<file path="src/rtl/ahb_rf_slave_ctrl.sv">
// AHB-Lite slave front end for a word-addressed register file.
// Decodes AHB address phases into register-file read/write strobes and
// inserts a fixed number of wait states. Illegal accesses get the
// standard two-cycle ERROR response and never reach the register file.
//
// Handshake: an address phase is taken when HSEL & HTRANS[1] & HREADY and the
// block is not stalling its own data phase (IDLE, ACCESS, ERR2). A data phase
// completes on the cycle HREADYOUT=1. HREADY is only ever sampled for
// acceptance; while HREADYOUT=0 all bus inputs are ignored.
module ahb_rf_slave_ctrl #(
  parameter int DATA_WIDTH     = 32,
  parameter int ADDR_WIDTH     = 32,
  parameter int REG_FILE_DEPTH = 16,
  parameter int WAIT_STATES    = 0
) (
  input  logic                  clk,
  input  logic                  rst,
  input  logic                  HSEL,
  input  logic [ADDR_WIDTH-1:0] HADDR,
  input  logic [1:0]            HTRANS,
  input  logic                  HWRITE,
  input  logic [2:0]            HSIZE,
  input  logic [DATA_WIDTH-1:0] HWDATA,
  input  logic                  HREADY,
  output logic [DATA_WIDTH-1:0] HRDATA,
  output logic                  HREADYOUT,
  output logic                  HRESP,
  output logic                  rf_rd_en,
  output logic                  rf_wr_en,
  output logic [ADDR_WIDTH-1:0] rf_address,
  output logic [DATA_WIDTH-1:0] rf_wr_data,
  input  logic [DATA_WIDTH-1:0] rf_rd_data,
  output logic [2:0]            dbg_state
);

  typedef enum logic [2:0] {
    S_IDLE   = 3'd0,
    S_WAIT   = 3'd1,
    S_ACCESS = 3'd2,
    S_ERR1   = 3'd3,
    S_ERR2   = 3'd4
  } state_e;

  // Counter reload value; only meaningful when wait states are configured.
  localparam logic [1:0] WAIT_LOAD = (WAIT_STATES > 0) ? 2'(WAIT_STATES - 1) : 2'd0;

  state_e                state_q, state_d;
  logic [1:0]            wait_cnt_q, wait_cnt_d;
  logic [ADDR_WIDTH-1:0] idx_q, idx_d;
  logic                  write_q, write_d;

  logic                  accept;
  logic                  illegal;
  logic                  open_phase;
  logic [ADDR_WIDTH-1:0] idx_in;

  assign idx_in  = {2'b00, HADDR[ADDR_WIDTH-1:2]};
  assign accept  = HSEL & HTRANS[1] & HREADY;
  assign illegal = (idx_in >= ADDR_WIDTH'(REG_FILE_DEPTH)) |
                   (HADDR[1:0] != 2'b00) |
                   (HSIZE != 3'b010);

  // State, wait counter and registered address/control.
  always_ff @(posedge clk or negedge rst) begin
    if (!rst) begin
      state_q    <= S_IDLE;
      wait_cnt_q <= 2'd0;
      idx_q      <= '0;
      write_q    <= 1'b0;
    end else begin
      state_q    <= state_d;
      wait_cnt_q <= wait_cnt_d;
      idx_q      <= idx_d;
      write_q    <= write_d;
    end
  end

  // Next state: finish the current data phase, then possibly take a new address phase.
  always_comb begin
    state_d    = state_q;
    wait_cnt_d = wait_cnt_q;
    idx_d      = idx_q;
    write_d    = write_q;
    open_phase = 1'b0;
    case (state_q)
      S_IDLE, S_ACCESS, S_ERR2: begin
        state_d    = S_IDLE;
        open_phase = 1'b1;
      end
      S_WAIT: begin
        if (wait_cnt_q == 2'd0) state_d = S_ACCESS;
        else                    wait_cnt_d = wait_cnt_q - 2'd1;
      end
      S_ERR1:  state_d = S_ERR2;
      default: state_d = S_IDLE;
    endcase
    if (open_phase && accept) begin
      idx_d   = idx_in;
      write_d = HWRITE;
      if (illegal) begin
        state_d = S_ERR1;
      end else if (WAIT_STATES > 0) begin
        state_d    = S_WAIT;
        wait_cnt_d = WAIT_LOAD;
      end else begin
        state_d = S_ACCESS;
      end
    end
  end

  // Bus response and register-file strobes decoded from the current state only.
  always_comb begin
    HREADYOUT  = 1'b1;
    HRESP      = 1'b0;
    HRDATA     = '0;
    rf_rd_en   = 1'b0;
    rf_wr_en   = 1'b0;
    rf_address = '0;
    rf_wr_data = '0;
    case (state_q)
      S_WAIT: begin
        HREADYOUT  = 1'b0;
        rf_rd_en   = ~write_q;
        rf_address = idx_q;
      end
      S_ACCESS: begin
        rf_address = idx_q;
        if (write_q) begin
          rf_wr_en   = 1'b1;
          rf_wr_data = HWDATA;
        end else begin
          rf_rd_en = 1'b1;
          HRDATA   = rf_rd_data;
        end
      end
      S_ERR1: begin
        HREADYOUT = 1'b0;
        HRESP     = 1'b1;
      end
      S_ERR2: begin
        HRESP = 1'b1;
      end
      default: ;
    endcase
  end

  assign dbg_state = state_q;

endmodule

</file>
<file path="config.mk">
export PLATFORM = sky130hd
export DESIGN_NAME = ahb_rf_slave_ctrl
export DESIGN_NICKNAME = d
export VERILOG_FILES = /design/src/rtl/ahb_rf_slave_ctrl.sv
export SDC_FILE = /design/constraint.sdc
export NUM_CORES = 1
export LEC_CHECK = 0
export ABC_AREA = 1
export BUFFER_PORTS_ARGS = -buffer_cell sky130_fd_sc_hd__buf_2
export CAP_MARGIN = 10
export CORE_MARGIN = 5
export CORE_UTILIZATION = 41
export DETAILED_ROUTE_END_ITERATION = 10
export HOLD_SLACK_MARGIN = 0.15
export PLACE_DENSITY = 0.95
export SYNTH_ARGS = -nofsm -noshare
export SYNTH_HDL_FRONTEND = slang
export SYNTH_SLANG_ARGS = --single-unit
</file>
<file path="constraint.sdc">
create_clock -name clk -period 2.5 [get_ports clk]
set_input_delay 0.5 -clock clk [delete_from_list [all_inputs] [get_ports clk]]
set_output_delay 0.5 -clock clk [all_outputs]
set_load 0.01 [all_outputs]
</file>
Word level (Yosys, flattened, before mapping):

Cells that the tools add are included.

* memories kept: 0
* output and inout bits: 103
* latch bits: 0
* memory bits (read-only): 0
* register bits: 36
* RAM bits: 0
* bits of input ports: 106

* $lt $le $gt $ge: 1
* bitwise logic cells: 6
* reductions and logical operators: 9
* divide/modulo/power cells: 0
* shift operators: 0
* multiply operators: 0
* add/sub/neg operators: 1
* equality and inequality tests: 6
* multiplexer cells: 16

Operators by type and width (count)
* 2-to-1 mux 32 bit: 4
* greater-or-equal comparator 30 x 5 -> 1 bit, second input constant: 1
* 2-to-1 mux 30 bit: 1
* 2-to-1 mux 1 bit: 7
* == test 3 x 2 -> 1 bit, second input constant: 2
* 2-to-1 mux 3 bit: 2
* case mux 3 bit (2 select lines): 1
* OR reduction 2 bit: 3
* == test 3 x 1 -> 1 bit, second input constant: 1
* == test 3 bit, second input constant: 1
* logical NOT 3 bit: 1
* inequality test 3 x 2 -> 1 bit, second input constant: 1
* inequality test 3 bit, second input constant: 1
* OR reduction 3 bit: 1
* bitwise AND 1 bit: 2
* logical NOT 2 bit: 1
* NOT 1 bit: 2
* OR 1 bit: 2
* case mux 1 bit (2 select lines): 1
* AND reduction 2 bit: 1
* nonzero test 2 bit: 1
* subtractor 2 x 1 -> 2 bit, second input constant: 1
* logical AND 1 bit: 1

Longest topological paths before layout:

Gate-level depths: netlist (run 1).

* depth in word-level cells: 5
* depth in mapped cells: 8

Worst setup path before layout (run 1):

OpenSTA, ideal clock, no wires.

* path kind: register to output
* start: register state_q[0], in the netlist dbg_state[0]
* end: output port rf_address[0]
* data arrival time: 1270 ps
* setup slack: 730 ps
* cell stages (with the launch flop): 7
* required time: 2000 ps
* path buffers: 1
* cells stage by stage: dfrtp_1 nor3_4 inv_2 nand2_1 inv_2 buf_2 nor2_1

* longest elaborated chain between the ends: 3
* elaborated cells on any way between the ends: 4
* classes of those cells: 2 x eq/ne; 1 x mux; 1 x reduce/logical

Ends and longest elaborated chain
* from (decl): line 47 `state_e state_q, state_d;`
* from (signal assigned): line 71 `state_q <= state_d;`
* == test 3 x 1 -> 1 bit or == test 3 x 2 -> 1 bit (tied branches): line 120 `case (state_q)`
* OR reduction 2 bit (no source line) (*)
* 2-to-1 mux 30 bit (*): line 120
* to (decl): line 30 `output logic [ADDR_WIDTH-1:0] rf_address,`

Mark *: on every way between the ends. The rest lies on a longest branch, timed or not.

Worst setup path after layout (run 1):

* start: register state_q[2], in the netlist dbg_state[2]
* end: output port rf_address[10]

The elaborated chain is that of the path after synthesis.

==> results.rst, run 1 <==
.. list-table::
   :header-rows: 1

   * - Metric
     - Value
   * - Class of the most critical setup path
     - flop to output pin
   * - Routed wire length
     - 8650 um
   * - Total leakage power
     - 2.26 nW
   * - Share of synthesized area occupied by flip-flops and latches
     - 38.2%
   * - Leading cell type in the layout, fill and taps excluded
     - buf_2
   * - Slew Limit Headroom
     - 48.3%
   * - Setup repair after global routing missed its margin
     - false
   * - Count of synthesis-stage warnings from yosys
     - 0
   * - Boundary pin count
     - 209
   * - Peak fanout along the critical path
     - 31
   * - Least-Margin Pin Slew
     - 0.776 ns
   * - Sequential cell area in the final layout
     - 902 sq um
   * - Count of cell instances traversed by the critical path
     - 6
   * - Hold WS
     - 0.287 ns
   * - Post-Synthesis Cells
     - 399
   * - Power per standard cell area
     - 512 nW/um^2
   * - Number of cells upsized or downsized after cts
     - 0
   * - Vias in the first global route
     - 2918
   * - Number of filler cells placed in the layout
     - 499
   * - Bufs on Longest Clock Path
     - 2
   * - Die Height
     - 85.8 um
   * - Clock tree from TritonCTS
     - built
   * - Mux cell area share after synthesis
     - 0%
   * - XOR/XNOR Fraction of Synth Area
     - 0.372%
   * - Top library cells by usage in the layout, fill and taps aside
     - buf_2, nand2_1, nor2_1
   * - Starting density of the core
     - 42.5%
   * - Pre-Repair DR Iteration Count
     - 5
   * - Via count of the routed design
     - 3019
   * - Cell Area, Placed
     - 3420 sq um
   * - Reg-to-reg critical path endpoint
     - idx_q[17]
   * - Wire length of the first global-routing pass
     - 13500 um
   * - Worst-path cell chain
     - inv_1, nand3_1, nand2_1, inv_2, nor2_1, buf_2
   * - Overall fraction of global-route tracks in use
     - 22.8%
   * - CP max stage delay
     - 0.45 ns
   * - Global-route congestion overflow total
     - 0
   * - Average cell area after synthesis
     - 5.91 sq um
   * - Max stage delay cell, worst path
     - dfrtp_1
   * - Setup-violating endpoint count in the final report
     - 0
   * - CTS clock-pin slew for the worst setup and hold paths
     - 0.07 ns
   * - Outcome
     - finished clean
   * - Clock buffers created by TritonCTS
     - 5
   * - Clock latency on the worst-skew pair
     - 0.28 ns
   * - Post-CTS Hold Buffers
     - 0
   * - Sequential Power Share
     - 40.6%
   * - H-tree levels
     - 2
   * - Routability cong.
     - 0.936
   * - Arr. time, crit path
     - 1.70 ns
   * - Drt initial violations
     - 99
   * - Buffers & Inverters on Critical Path
     - 3
   * - Reported net switching power
     - 0.000577 W
   * - Dominant combinational cell family by area after synthesis
     - simple AND/OR/NAND/NOR gates
   * - Routed via count divided by cell count
     - 4.53
   * - Buffers inserted during post-CTS setup optimization
     - 0
   * - Worst voltage drop across the vdd grid
     - 354 uV
   * - DRC viols
     - 0
   * - Fraction of the mapped netlist area in compound gates
     - 7.27%
   * - Synth-to-Final Area Change
     - 50.3%
   * - Root Driver
     - clkbuf_8
   * - Post-synth design cell area
     - 2360 sq um
   * - Routed length per placed instance
     - 13.0 um
   * - Hold Path Class
     - primary input to async pin
   * - Switching share of total power
     - 31.8%
   * - Post-synthesis cell type count
     - 20
   * - Comb power frac
     - 29.1%
   * - Sinks on Clock Net
     - 36
   * - Sum of negative setup slack
     - 0 ns
   * - Remaining antenna violation count
     - 0
   * - Synth Register Bits
     - 36
   * - Maximum Capacitance Violations
     - 0
   * - Proportion of layout cells with a drive suffix above 1
     - 37.4%
   * - Final Skew
     - 0.00372 ns
   * - Cell family with the largest share of critical-path delay
     - buffers and inverters
   * - Total area of multi-input combinational cells
     - 1100 sq um
   * - Core Area
     - 5540 sq um
   * - Initial antenna violation count
     - 0
   * - Portion of total power attributed to the clock network
     - 30.3%
   * - Critical Path Start Type
     - flop
   * - Number of hold violations in the final report
     - 0
   * - Worst-case register-to-register setup slack
     - 1.13 ns
   * - Crit Reg-Reg Startpoint
     - dbg_state[2]
   * - Endpoint required time on the critical path
     - 2.00 ns
   * - Internal portion of total power
     - 0.00124 W
   * - Adder and majority cell fraction of the synthesized area
     - 0.531%
   * - Detailed Place HPWL
     - 7160 um
   * - Final count of pins violating max slew
     - 0
   * - Synthesized-area fraction occupied by and/or/nand/nor cells
     - 38.2%
   * - Floorplan row count
     - 27
   * - Final Net Count
     - 700
   * - Count of input and output buffers
     - 205
   * - Period Utilization, post-route
     - 87.9%
   * - X dimension of the die
     - 85.8 um
   * - Cell depth of the worst flop-to-flop path
     - 5
   * - Achievable clock frequency
     - 455 MHz
   * - Area of the die
     - 7370 sq um
   * - Summed area of non-filler cells in the final layout
     - 3540 sq um
   * - Largest net degree at the start of global routing
     - 55
   * - Type of element capturing the critical path
     - output pin
   * - Shortest period the worst path allows
     - 2.20 ns
   * - Antenna diode instance count
     - 0
## per-layer routing
layer  track usage, %  routed length (um)  vias up
met5                0                   0        -
met4             7.19                 171        0
met3             5.48                 863       15
met2             42.5                4410      146
met1             25.4                3200     1328
li1                 -                   -     1530
## area by class of cell
| class | instances | share of cell area [%] |
|---|---|---|
| Inverter | 68 | 7.20 |
| Clock inverter | 1 | 0.847 |
| Tap cell | 72 | 2.54 |
| Sequential cell | 36 | 25.5 |
| Clock buffer | 7 | 2.72 |
| Multi-Input combinational cell | 273 | 31.1 |
| Timing Repair Buffer | 209 | 30.2 |
## metrics by stage
step	util, %	instances	power, W	worst slack, ns
6_report	64.0	666	0.00182	0.303
5_1_grt	64.0	666	0.00194	0.160
4_1_cts	64.0	666	0.00184	0.270
3_5_place_dp	61.7	658	0.00128	0.588
3_3_place_gp	61.7	658	0.00125	0.649
2_1_floorplan	-	400	0.00104	0.730
## Yosys cell counts
master    instances  area share [%]
nor3_4            1            0.69
inv_2             2            0.32
nand3_1           1            0.21
xor2_1            1            0.37
buf_4             2            0.64
conb_1            1            0.16
clkbuf_1         12             1.9
o21ai_0          31             6.6
buf_2             8             1.7
nand2_2           1            0.27
a21oi_1           2            0.42
ha_1              1            0.53
dfrtp_1          36              38
and3_1            1            0.27
nor2_1          107              17
nand2_1         124              20
buf_1             1            0.16
inv_1            65              10
o22ai_1           1            0.27
clkinv_1          1            0.16
## flip-flops by register name, indices dropped and copies added (netlist names)
register,count
idx_q,30
write_q,1
dbg_state,3
wait_cnt_q,2
## power by group through the flow
stage | Clock (W) | Combinational, W | Sequential, W
floorplan | 0 | 0.000317 | 0.000721
global placement | 0 | 0.000515 | 0.000739
global route | 0.000589 | 0.000604 | 0.000748
detailed placement | 0 | 0.000533 | 0.000746
CTS | 0.000567 | 0.000534 | 0.000736
finish | 0.000551 | 0.000529 | 0.000736
## how the worst max path moves through the flow
stage	from	endpoint	slack (ns)
final	dbg_state[2]	rf_address[10]	0.30
after global routing	dbg_state[2]	rf_address[10]	0.16
after CTS	dbg_state[2]	rf_address[10]	0.27
after detailed placement	dbg_state[2]	rf_address[10]	0.59
after global placement	dbg_state[2]	rf_address[8]	0.65
after floorplan	dbg_state[0]	rf_address[0]	0.73
## logic make-up after synthesis
logic type	count (synthesis)
simple gates	235
buf+inv	91
flops	36
compound gates	34
xor+xnor	1
fa+ha+maj	1
other cells	1
Power figures use the tool's default switching activity.
==> run 2, diff against run 1 <==
--- a/config.mk
+++ b/config.mk
@@ -9,10 +9,10 @@
 export BUFFER_PORTS_ARGS = -buffer_cell sky130_fd_sc_hd__buf_2
 export CAP_MARGIN = 10
 export CORE_MARGIN = 5
-export CORE_UTILIZATION = 41
+export CORE_UTILIZATION = 33
 export DETAILED_ROUTE_END_ITERATION = 10
 export HOLD_SLACK_MARGIN = 0.15
-export PLACE_DENSITY = 0.95
+export PLACE_DENSITY = 0.82
 export SYNTH_ARGS = -nofsm -noshare
 export SYNTH_HDL_FRONTEND = slang
 export SYNTH_SLANG_ARGS = --single-unit
==> results.rst, run 2 (synthesis results as in run 1) <==
.. list-table::
   :header-rows: 1

   * - Metric
     - Value
   * - Outcome
     - finished clean
   * - Internal portion of total power
     - 0.00118 W
   * - Reported net switching power
     - 0.000592 W
   * - Setup repair after global routing missed its margin
     - false
   * - Worst voltage drop across the vdd grid
     - 463 uV
   * - Die Height
     - 94.5 um
   * - Number of placed instances with taps included
     - 683
   * - Clock latency on the worst-skew pair
     - 0.29 ns
   * - Top library cells by usage in the layout, fill and taps aside
     - buf_2, nand2_1, nor2_1
   * - Total leakage power
     - 2.25 nW
   * - Number of flip-flops under the largest register name
     - 30
   * - Sequential Power Share
     - 42.4%
   * - Class of the most critical setup path
     - flop to output pin
   * - Setup-violating endpoint count in the final report
     - 0
   * - Slew Limit Headroom
     - 46.8%
   * - Type of element capturing the critical path
     - output pin
   * - Number of hold violations in the final report
     - 0
   * - Clock tree from TritonCTS
     - built
   * - Routability cong.
     - 0.869
   * - Arr. time, crit path
     - 1.73 ns
   * - Worst setup timing slack at the placement stage
     - 0.569 ns
   * - Detailed Place HPWL
     - 6950 um
   * - Sum of negative setup slack
     - 0 ns
   * - Count of input and output buffers
     - 205
   * - Drt initial violations
     - 97
   * - Routed wire length
     - 8610 um
   * - Starting density of the core
     - 34.3%
   * - Wire length of the first global-routing pass
     - 12900 um
   * - Initial antenna violation count
     - 0
   * - Antenna diode instance count
     - 0
   * - Portion of total power attributed to the clock network
     - 29.0%
   * - Peak fanout along the critical path
     - 31
   * - Boundary pin count
     - 209
   * - Final Skew
     - 0.00292 ns
   * - Sinks on Clock Net
     - 36
   * - Proportion of layout cells with a drive suffix above 1
     - 37.5%
   * - Floorplan row count
     - 30
   * - Worst-path cell chain
     - inv_1, nand3_1, nand2_1, inv_2, nor2_1, buf_2
   * - Post-route worst setup slack
     - 0.270 ns
   * - Remaining antenna violation count
     - 0
   * - Vias in the first global route
     - 2853
   * - Worst-case register-to-register setup slack
     - 1.11 ns
   * - DRC viols
     - 0
   * - Critical Path Start Type
     - flop
   * - Switching share of total power
     - 33.5%
   * - Leading cell type in the layout, fill and taps excluded
     - buf_2
   * - X dimension of the die
     - 94.5 um
   * - Routed length per placed instance
     - 12.5 um
   * - Post-CTS Hold Buffers
     - 0
   * - Bufs on Longest Clock Path
     - 2
   * - Hold Path Class
     - primary input to async pin
   * - Routed via count divided by cell count
     - 4.32
   * - Area of the die
     - 8930 sq um
   * - Global-route congestion overflow total
     - 0
   * - Number of cells upsized or downsized after cts
     - 0
   * - Root Driver
     - clkbuf_8
   * - Power per standard cell area
     - 498 nW/um^2
   * - Synth-to-Final Area Change
     - 50.7%
   * - Maximum Capacitance Violations
     - 0
   * - Register containing the most flip-flops in the final layout
     - idx_q
   * - CTS clock-pin slew for the worst setup and hold paths
     - 0.07 ns
   * - H-tree levels
     - 2
   * - Cell Area, Placed
     - 3440 sq um
   * - Max stage delay cell, worst path
     - dfrtp_1
   * - Overall fraction of global-route tracks in use
     - 18.2%
   * - Clock buffers created by TritonCTS
     - 5
   * - Shortest period the worst path allows
     - 2.23 ns
   * - Core Area
     - 6870 sq um
   * - Buffers inserted during post-CTS setup optimization
     - 0
   * - Pre-Repair DR Iteration Count
     - 6
   * - Period Utilization, post-route
     - 89.2%
   * - Achievable clock frequency
     - 448 MHz
   * - Final count of pins violating max slew
     - 0
   * - Largest net degree at the start of global routing
     - 55
   * - CP max stage delay
     - 0.46 ns
   * - Final Net Count
     - 701
   * - Summed area of non-filler cells in the final layout
     - 3550 sq um
   * - Non-Filler Instances
     - 691
   * - Comb power frac
     - 28.6%
   * - Least-Margin Pin Slew
     - 0.799 ns
   * - Via count of the routed design
     - 2983
   * - Endpoint required time on the critical path
     - 2.00 ns
==> run 2: path summary, 6_finish.rpt <==
kind / from / end / depth (start not counted)
min in group clk: HWRITE / write_q / 3
max in group asynchronous: rst / write_q / 1
hold / removal: rst / idx_q[19] / 1
hold reg to reg: wait_cnt_q[0] / wait_cnt_q[0] / 1
setup / recovery: dbg_state[2] / rf_address[27] / 6
setup reg to reg: dbg_state[2] / idx_q[17] / 5
==> run 2: layout make-up <==
type	instances	area [sq um]
timing repair buffer	210	1060
tap	96	120
sequential	36	902
multi-input combinational	273	1100
clock buffer	5	68.8
inverter	68	255
fill	703	3320
clock inverter	3	42.5
==> run 2: power by group through the flow <==
stage	logic, W	registers, W	clock network [W]
final	0.000506	0.000751	0.000513
after global routing	0.000582	0.000767	0.000551
after CTS	0.000512	0.000751	0.000527
after detailed placement	0.000511	0.000760	0
after global placement	0.000496	0.000755	0
after floorplan	0.000317	0.000721	0
==> run 2: worst max-delay path, delay by kind of cell (launching register included) <==
| kind | cells | cell delay [ns] |
|---|---|---|
| simple gates | 3 | 0.32 |
| buf+inv | 3 | 0.65 |
| flops | 1 | 0.46 |
==> run 2: stage by stage <==
stage	power, W	utilization, %	hold slack [ns]
after floorplan	0.00104	-	0.204
after global placement	0.00125	50.1	0.455
after detailed placement	0.00127	50.1	0.473
after CTS	0.00179	51.7	0.310
after global routing	0.00190	51.7	0.355
final	0.00177	51.7	0.291
==> run 2: metal layers <==
layer,GRT usage (%),routed length [um],vias to the layer above
li1,-,-,1532
met2,33.2,4130,145
met3,4.86,899,15
met1,20.2,3390,1291
met4,6.49,195,0
met5,0,0,-
==> run 3, diff against run 2 <==
--- a/config.mk
+++ b/config.mk
@@ -13,6 +13,7 @@
 export DETAILED_ROUTE_END_ITERATION = 10
 export HOLD_SLACK_MARGIN = 0.15
 export PLACE_DENSITY = 0.82
+export RECOVER_POWER = 50
 export SYNTH_ARGS = -nofsm -noshare
 export SYNTH_HDL_FRONTEND = slang
 export SYNTH_SLANG_ARGS = --single-unit
==> results.rst, run 3 (synthesis results as in run 1) <==
.. list-table::
   :header-rows: 1

   * - Metric
     - Value
   * - Outcome
     - finished, violations left
   * - Failing checks
     - capacitance limit, slew limit
   * - Setup-violating endpoint count in the final report
     - 0
   * - Buffers & Inverters on Critical Path
     - 2
   * - Remaining antenna violation count
     - 0
   * - Least-Margin Pin Slew
     - 1.92 ns
   * - Hold Path Stages
     - 3
   * - Period Utilization, post-route
     - 90.7%
   * - Worst-path cell chain
     - nor3_1, buf_4, nand2_1, nor2_1, buf_2
   * - Routability cong.
     - 0.869
   * - Starting density of the core
     - 34.3%
   * - Final Skew
     - 0.00233 ns
   * - Wire length of the first global-routing pass
     - 12900 um
   * - CP max stage delay
     - 0.44 ns
   * - Top library cells by usage in the layout, fill and taps aside
     - buf_2, nand2_1, nor2_1
   * - Portion of total power attributed to the clock network
     - 29.0%
   * - Overall fraction of global-route tracks in use
     - 18.2%
   * - Sequential Power Share
     - 42.5%
   * - Achievable clock frequency
     - 441 MHz
   * - Cell depth of the worst flop-to-flop path
     - 4
   * - Pre-Repair DR Iteration Count
     - 4
   * - Area of the die
     - 8930 sq um
   * - Class of the most critical setup path
     - flop to output pin
   * - Count of input and output buffers
     - 205
   * - Final count of pins violating max slew
     - 37
   * - Slew Limit Headroom
     - -28.1%
   * - Antenna diode instance count
     - 0
   * - Initial antenna violation count
     - 0
   * - Endpoint required time on the critical path
     - 2.00 ns
   * - Die Height
     - 94.5 um
   * - Root Driver
     - clkbuf_8
   * - Worst-case register-to-register setup slack
     - 0.75 ns
   * - Number of cells upsized or downsized after cts
     - 0
   * - Hold Path Class
     - primary input to flop
   * - Internal portion of total power
     - 0.00117 W
   * - Critical Path Start Type
     - flop
   * - Switching share of total power
     - 33.5%
   * - Comb power frac
     - 28.4%
   * - Type of element capturing the critical path
     - output pin
   * - Vias in the first global route
     - 2853
   * - Maximum Capacitance Violations
     - 1
   * - Detailed Place HPWL
     - 6950 um
   * - Peak fanout along the critical path
     - 33
   * - Via count of the routed design
     - 2987
   * - Total design power
     - 0.00177 W
   * - Clock tree from TritonCTS
     - built
   * - X dimension of the die
     - 94.5 um
   * - Bufs on Longest Clock Path
     - 2
   * - Leading cell type in the layout, fill and taps excluded
     - buf_2
   * - Buffers inserted during post-CTS setup optimization
     - 0
   * - Clock latency on the worst-skew pair
     - 0.29 ns
   * - Post-CTS Hold Buffers
     - 0
   * - Sinks on Clock Net
     - 36
   * - H-tree levels
     - 2
   * - Reported net switching power
     - 0.000591 W
   * - Clock buffers created by TritonCTS
     - 5
   * - Routed via count divided by cell count
     - 4.32
   * - Hold WS
     - 0.420 ns
   * - Worst voltage drop across the vdd grid
     - 465 uV
   * - Setup repair after global routing missed its margin
     - false
   * - Max stage delay cell, worst path
     - dfrtp_1
   * - Power per standard cell area
     - 501 nW/um^2
   * - Drt initial violations
     - 107
   * - Shortest period the worst path allows
     - 2.27 ns
   * - Routed wire length
     - 8610 um
   * - DRC viols
     - 0
   * - Sum of negative setup slack
     - 0 ns
   * - Largest net degree at the start of global routing
     - 55
   * - Number of hold violations in the final report
     - 0
   * - Number of flip-flops under the largest register name
     - 30
   * - Routed length per placed instance
     - 12.5 um
   * - Arr. time, crit path
     - 1.77 ns
   * - Cell family with the largest share of critical-path delay
     - simple AND/OR/NAND/NOR gates
   * - Synth-to-Final Area Change
     - 49.5%
   * - CTS clock-pin slew for the worst setup and hold paths
     - 0.07 ns
   * - Boundary pin count
     - 209
   * - Floorplan row count
     - 30
   * - Proportion of layout cells with a drive suffix above 1
     - 35.1%
   * - Core Area
     - 6870 sq um
   * - Count of cell instances traversed by the critical path
     - 5
   * - Register containing the most flip-flops in the final layout
     - idx_q
   * - Global-route congestion overflow total
     - 0
   * - Total leakage power
     - 2.20 nW
   * - Final Net Count
     - 701
run 3: final timing paths:
check	from	endpoint
worst min-delay path	HWRITE	write_q
worst max register to register	dbg_state[2]	idx_q[17]
max in group asynchronous	rst	write_q
worst max-delay path	dbg_state[0]	HRDATA[25]
min in group asynchronous	rst	idx_q[19]
worst min register to register	wait_cnt_q[0]	wait_cnt_q[0]
run 3: area by class of cell:
cell class	instances	area, sq um
tap	96	120
multi-input combinational	273	1090
clock buffer	5	68.8
inverter	68	255
timing repair buffer	210	1040
clock inverter	3	42.5
sequential	36	902
fill	715	3350
run 3: worst register-to-register path, stage by stage (launching register included):
cell and delay (ns):
dfrtp_1 0.43, a21oi_1 0.23, nand2_2 0.08, clkbuf_2 0.49, o21ai_0 0.41
run 3: power groups by stage:
stage	logic [W]	registers, W	clock network (W)
after floorplan	0.000317	0.000721	0
after global placement	0.000496	0.000755	0
after detailed placement	0.000511	0.000760	0
after CTS	0.000512	0.000751	0.000527
after global routing	0.000579	0.000767	0.000551
final	0.000502	0.000751	0.000512
run 3: stage by stage:
stage / area (sq um) / setup slack, ns / utilization (%) / cells
3_3_place_gp: 3440 / 0.617 / 50.1 / 683
4_1_cts: 3550 / 0.235 / 51.7 / 691
2_1_floorplan: 2360 / 0.730 / - / 400
6_report: 3520 / 0.232 / 51.3 / 691
5_1_grt: 3520 / 0.0698 / 51.3 / 691
3_5_place_dp: 3440 / 0.569 / 50.1 / 683
run 3: per-layer routing:
layer / wire length [um] / global-route usage, % / up-vias / part of all wire, %
li1: - / - / 1532 / -
met1: 3380 / 20.2 / 1295 / 39
met2: 4140 / 33.2 / 145 / 48
met3: 891 / 4.86 / 15 / 10
met5: 0 / 0 / - / 0
met4: 195 / 6.49 / 0 / 2.3
